===== config.mk =====
export PLATFORM = sky130hd
export DESIGN_NAME = conv_out_pool
export DESIGN_NICKNAME = d
export VERILOG_FILES = /design/src/rtl/conv_out_pool.sv
export SDC_FILE = /design/constraint.sdc
export NUM_CORES = 1
export LEC_CHECK = 0
export ABC_AREA = 0
export BUFFER_PORTS_ARGS = -buffer_cell sky130_fd_sc_hd__clkbuf_2
export CORE_MARGIN = 5
export CORE_UTILIZATION = 53
export CTS_CLUSTER_DIAMETER = 50
export CTS_CLUSTER_SIZE = 16
export DETAILED_ROUTE_END_ITERATION = 8
export GPL_ROUTABILITY_DRIVEN = 1
export PLACE_DENSITY = 0.84
export REMOVE_ABC_BUFFERS = 1
export SKIP_LAST_GASP = 1
export SLEW_MARGIN = 20
export SYNTH_ARGS = -nofsm -noshare
export SYNTH_HDL_FRONTEND = slang
export SYNTH_SLANG_ARGS = --single-unit

===== constraint.sdc =====
create_clock -name clk -period 4.75 [get_ports clk]
set_input_delay 0.475 -clock clk [delete_from_list [all_inputs] [get_ports clk]]
set_output_delay 0.475 -clock clk [all_outputs]
set_load 0.01 [all_outputs]

===== src/rtl/conv_out_pool.sv =====
// conv_out_pool: ReLU + shift requantization with saturation, then optional 2x2/stride-2 max-pool on each of two channels
// Optional feature macro: POOL_EN (2x2 max-pool with pair register and line buffer); undefined -> requantized pass-through, latency 1.
// Ports: clk; Rst_n (synchronous, active-low); din1/din2 (signed 2M-bit) with valid_in1/valid_in2; filter_count (tag in);
//        dout1/dout2 (unsigned M-bit) with valid_o1/valid_o2 pulses; tag_o; frame_done (channel-1 last result of a frame).
module conv_out_pool #(
  parameter int M = 8,
  parameter int W = 480,
  parameter int SHIFT = 4
) (
  input  logic clk,
  input  logic Rst_n,
  input  logic [2*M-1:0] din1,
  input  logic [2*M-1:0] din2,
  input  logic valid_in1,
  input  logic valid_in2,
  input  logic [7:0] filter_count,
  output logic [M-1:0] dout1,
  output logic [M-1:0] dout2,
  output logic valid_o1,
  output logic valid_o2,
  output logic [7:0] tag_o,
  output logic frame_done
);
  localparam int CW = $clog2(W);
  logic [1:0] emit;
  logic [1:0][M-1:0] val;
  logic [1:0][7:0] tag;
  logic last0;
  // Negative sums clamp to zero; anything above M bits after the shift saturates.
  function automatic logic [M-1:0] quant(input logic [2*M-1:0] d);
    logic [2*M-1:0] s;
    s = d >> SHIFT;
    return d[2*M-1] ? '0 : (|s[2*M-1:M]) ? '1 : s[M-1:0];
  endfunction
  for (genvar c = 0; c < 2; c++) begin : g_ch
    logic [2*M-1:0] d;
    logic v, adv, cl, rl;
    logic [CW-1:0] col, row;
    assign d = c == 0 ? din1 : din2;
    assign v = c == 0 ? valid_in1 : valid_in2;
    assign cl = col == CW'(W-1);
    assign rl = row == CW'(W-1);
    if (c == 0) begin : g_last
      assign last0 = cl & rl;
    end
    always_ff @(posedge clk)
      if (!Rst_n) begin
        col <= '0;
        row <= '0;
      end else if (adv) begin
        col <= cl ? '0 : col + 1'b1;
        row <= !cl ? row : rl ? '0 : row + 1'b1;
      end
`ifdef POOL_EN
    logic qv;
    logic [M-1:0] q, p, m, lb_rd;
    logic [7:0] qt;
    logic [M-1:0] lb [W/2];
    assign adv = qv;
    assign m = p > q ? p : q;
    assign lb_rd = lb[col[CW-1:1]];
    // A window completes on the odd column of an odd row.
    assign emit[c] = qv & row[0] & col[0];
    assign val[c] = m > lb_rd ? m : lb_rd;
    assign tag[c] = qt;
    always_ff @(posedge clk)
      if (!Rst_n) begin
        qv <= 1'b0;
        q <= '0;
        qt <= '0;
        p <= '0;
      end else begin
        qv <= v;
        if (v) begin
          q <= quant(d);
          qt <= filter_count;
        end
        if (qv && !col[0]) p <= q;
      end
    // Line buffer is never reset: each entry is rewritten on an even row before the odd row reads it.
    always_ff @(posedge clk)
      if (qv && !row[0] && col[0]) lb[col[CW-1:1]] <= m;
`else
    assign adv = v;
    assign emit[c] = v;
    assign val[c] = quant(d);
    assign tag[c] = filter_count;
`endif
  end
  always_ff @(posedge clk)
    if (!Rst_n) begin
      dout1 <= '0;
      dout2 <= '0;
      valid_o1 <= 1'b0;
      valid_o2 <= 1'b0;
      tag_o <= '0;
      frame_done <= 1'b0;
    end else begin
      valid_o1 <= emit[0];
      valid_o2 <= emit[1];
      frame_done <= emit[0] & last0;
      if (emit[0]) dout1 <= val[0];
      if (emit[1]) dout2 <= val[1];
      tag_o <= emit[0] ? tag[0] : emit[1] ? tag[1] : tag_o;
    end
endmodule


# After elaboration in Yosys (flattened, before gate mapping)
# Index checks and enable logic that the tools add are counted.
dict set report classes {
  n_addsub 2
  eq_ne 2
  mux 8
  n_bitwise 2
  n_reduce_logical 4
}
# operator count
set ops {}
lappend ops {{$mux 8} 6}
lappend ops {{$add 9x1->9 const B} 2}
lappend ops {{$eq 9x9->1 const B} 2}
lappend ops {{$mux 9} 2}
lappend ops {{$reduce_or 4->1} 2}
lappend ops {{$and 1x1->1} 2}
lappend ops {{$reduce_and 2->1} 1}
lappend ops {{$reduce_bool 2->1} 1}
dict set report word_totals {
  regBits 45
  in_bits 44
  wordCells 26
}

# Logic depth before layout (Yosys ltp)
dict set report depth {
  depth_word 3
  mapped_depth 6
  mapped_depth_nobuf 5
}

# Worst setup path after synthesis
# OpenSTA, ideal clock, no wires.
dict set report synth_timing {
  kind {input -> register}
  from {input port valid_in1}
  to {register g_ch[0].row[5]}
  setup_ns 0.070
  arrival_ns 1.600
  slack_ns 3.080
  stages 5
  cell_sequence {buf_2 and4_4 nand4b_4 or4_1 a21oi_1}
}
dict set report synth_via {
  elab_chain_len 1
}
# item line_no
set synth_lines {}
lappend synth_lines {{from (decl)} 14} ;# input logic valid_in1,
lappend synth_lines {{$reduce_and 2->1 (no source line)} n/a}
lappend synth_lines {{to (signal assigned)} 52} ;# row <= !cl ? row : rl ? '0 : row + 1'b1;
lappend synth_lines {{to (decl)} 38} ;# logic [CW-1:0] col, row;
# No other way between the ends.
# A chain may end at the register's enable or synchronous reset.

# Final worst setup path
dict set report layout_timing {
  from {register g_ch[0].row[0]}
  to {register g_ch[0].row[6]}
}
dict set report layout_via {
  elab_chain_len 2
}
# item line_no
set layout_lines {}
lappend layout_lines {{$add 9x1->9 or $eq 9x9->1 (tied branches)} {52, 42}}
lappend layout_lines {{$mux 9 *} 52}
# Mark *: on every way between the ends. The rest lies on a longest branch, timed or not.

==> run_results.csv <==
group,metric,value,unit
route,dr.pass1.iters,4,
floorplanning,ios,71,
route,wl_per_cell,12.49,um
timing,finalHoldViolations,0,
yosys,synth_compound_area_share,12.67,%
timing,whs,0.4167,ns
timing,fmax,0.5170,GHz
finish,diodes,0,
clock_network,clkSinkCount,45,
finish,final_cells,334,
timing,worst_pin_slew,0.9533,ns
route,drc,0,
yosys,synth_top_family_by_area,"simple AND/OR/NAND/NOR gates",
flow_run,max_cap_violations,0,
yosys,ys_seq_elements,45,
global_route,use_met1,19.04,%
clock_network,h-tree-depth,2,
clock_network,clkTransAtPathRegs,0.08,ns
place,place_area,2295,um2
floorplanning,die_y,71.19,um
setup_path,crit_arrival,2.13,ns
timing,period_minus_slack,1.934,ns
yosys,synthArstFlopShare,0,%
place,dp_hpwl,3.076,mm
clock_network,ctsHoldBuffers,0,
yosys,synth_top_area_share,45.40,%
setup_path,worstPathCellList,"ha_1 -> nand4_1 -> nor4b_2 -> o21ai_0 -> a32o_1",
place,portBuffers,62,
setup_path,slowest_delay,0.52,ns
yosys,synthFlopType,"dfxtp_1",
timing,grt_setup_unrepaired,"false",
timing,finalMaxSlewViolations,0,
clock_network,clockRootBuffer,"clkbuf_8",
timing,skew,0.009112,ns
route,drtIter0Drc,100,
yosys,yosysMostFrequentCell,"dfxtp_1",
clock_network,post-cts-setup-buffers,0,
floorplanning,rows,22,
setup_path,path_class,"flip-flop to flip-flop",
global_route,met2_usage,28.98,%
global_route,track_usage,17.14,%
setup_path,path_buf_inv,0,
yosys,yosysWarningCount,0,
setup_path,slowest_stage,"nor4b_2",
route,vias,1759,
yosys,yosys.area_share.simple,22.26,%
yosys,ys_top_cells_by_area,"dfxtp_1 (45%), mux2i_1 (9.1%), a21oi_1 (7.6%)",
global_route,grt_antenna_before_repair,0,
setup_path,worstPathRequired,4.94,ns
floorplanning,core,3633,um2
place,gp_congestion,0.7655,
global_route,grt_pass1_wl,7.031,mm
clock_network,ctsLongestPathBuffers,2,
global_route,top_usage_layer,"met2",
setup_path,crit_path_start_kind,"flip-flop",
route,postRouteAntennaNets,0,
floorplanning,die_area,5068,um2
clock_network,clk_latency,0.30,ns
yosys,synth-xor-area-share,3.090,%
timing,slew_headroom,36.06,%
pwr,power_density,297.7,nW/um2
clock_network,post_cts_resized,0,
setup_path,cp-end-kind,"flip-flop",
pwr,leakage,1.143,nW
route,via_per_inst,5.266,
yosys,synth_cell_type_count,37,
finish,drive_gt1_share,26.22,%
clock_network,cts_tree,"done",
floorplanning,start_util,54.61,%
clock_network,cts_made_buffers,5,
yosys,synth_edf_count,0,
finish,nets,331,
timing,period_share,40.72,%
finish,syn2layout_area_growth,19.86,%
global_route,met3_usage,6.960,%
global_route,grt_overflow,0,
finish,fillers,327,
global_route,grt_max_degree,37,
route,totalWireLength,4.171,mm
place,placed_cells,326,
yosys,synth_area,1984,um2
yosys,synth.top_cells.by_count,"dfxtp_1 (45), a21oi_1 (30), nor2_1 (28)",
pwr,ir_worst_vdd,0.2044,mV
timing,setup_viol,0,
yosys,synthMuxAreaShare,9.079,%
min_path,hold_class,"input pin to flip-flop",
yosys,seq_area_frac_synth,45.40,%
timing,setup_tns,0,ns
finish,utilization,65.46,%
finish,final_area,2379,um2
setup_path,critPathMaxFanout,7,
yosys,synthCells,229,
setup_path,critPathTopFamily,"simple AND/OR/NAND/NOR gates",
yosys,synth.avg_cell_area,8.666,um2
global_route,grt_pass1_vias,1676,
yosys,synthAdderAreaFrac,1.261,%
yosys,yosys.area.top_type,"dfxtp_1",
outcome,status,"finished clean",
floorplanning,die_width,71.19,um
## flip-flops by register name (all words and copies together), names as in the netlist
signal,flops
dout1,8
g_ch.col,9
valid_o1,1
dout2,8
valid_o2,1
tag_o,8
frame_done,1
g_ch.row,9
## path summary, 6_finish.rpt
path | startpoint | cells after the start | endpoint | slack (ns)
setup / recovery | g_ch[0].row[0] | 5 | g_ch[0].row[6] | 2.82
hold / removal | filter_count[5] | 3 | tag_o[5] | 0.42
setup reg to reg | g_ch[0].row[0] | 5 | g_ch[0].row[6] | 2.82
hold reg to reg | tag_o[2] | 2 | tag_o[2] | 0.45
## placed cells by master (no fill, tap or decap), types with 2 or more instances in the layout
cell / instances
and3_1: 6
clkbuf_1: 2
nand4_1: 5
clkbuf_8: 5
xor2_1: 5
or3_1: 2
a32o_1: 2
nand2_1: 20
o21ai_0: 13
nand4b_1: 2
a21oi_1: 30
dfxtp_1: 45
inv_1: 16
and2_1: 2
mux2i_1: 18
nor4_2: 2
nand3_1: 2
nor2_1: 28
xnor2_1: 2
clkbuf_2: 62
ha_1: 2
## area by class of cell
class	count	area [um2]	share of cell area (%)
well taps	48	60.06	2.525
multi-input cells	154	959.7	40.35
clock inverters	1	7.507	0.3156
repair buffers	62	310.3	13.05
flip-flops and latches	45	900.9	37.87
clock buffers	7	76.32	3.209
inverters	17	63.81	2.683
## power breakdown
group | leakage (nW) | switching, W | total (W) | internal, W
combinational | 0.736 | 0.0000444 | 0.0000800 | 0.0000357
clock | 0.0385 | 0.000124 | 0.000228 | 0.000104
sequential | 0.368 | 0.00000805 | 0.000400 | 0.000392
total | 1.14 | 0.000176 | 0.000708 | 0.000532
## per-layer routing
metal  part of all wire [%]  vias up  routed length [um]
met5                      0        -                   0
met1                     43      807                1774
li1                       -      900                   -
met4                    1.3        0                  53
met3                    7.1        6                 296
met2                     49       46                2047
## metrics by stage
step | power (W) | worst slack (ns)
global route | 0.0007430 | 2.592
floorplan | 0.0004465 | 3.111
CTS | 0.0007155 | 2.796
finish | 0.0007081 | 2.816
detailed placement | 0.0004900 | 2.491
global placement | 0.0004877 | 2.496
## worst reg2reg max path: cells and delay by family, from the launching register on
family                   cells  cell delay [ns]
AO/OA/AOI/OAI                2             0.49
adder cells (fa/ha/maj)      1             0.23
flip-flops                   1             0.42
AND/OR/NAND/NOR              2             0.69
## cell families after synthesis
| group | count (synthesis) |
|---|---|
| AO/OA/AOI/OAI | 47 |
| XOR/XNOR | 7 |
| adder cells (fa/ha/maj) | 2 |
| buffers and inverters | 30 |
| flip-flops | 45 |
| multiplexers | 18 |
| AND/OR/NAND/NOR | 80 |
(Power assumes the default switching activity.)
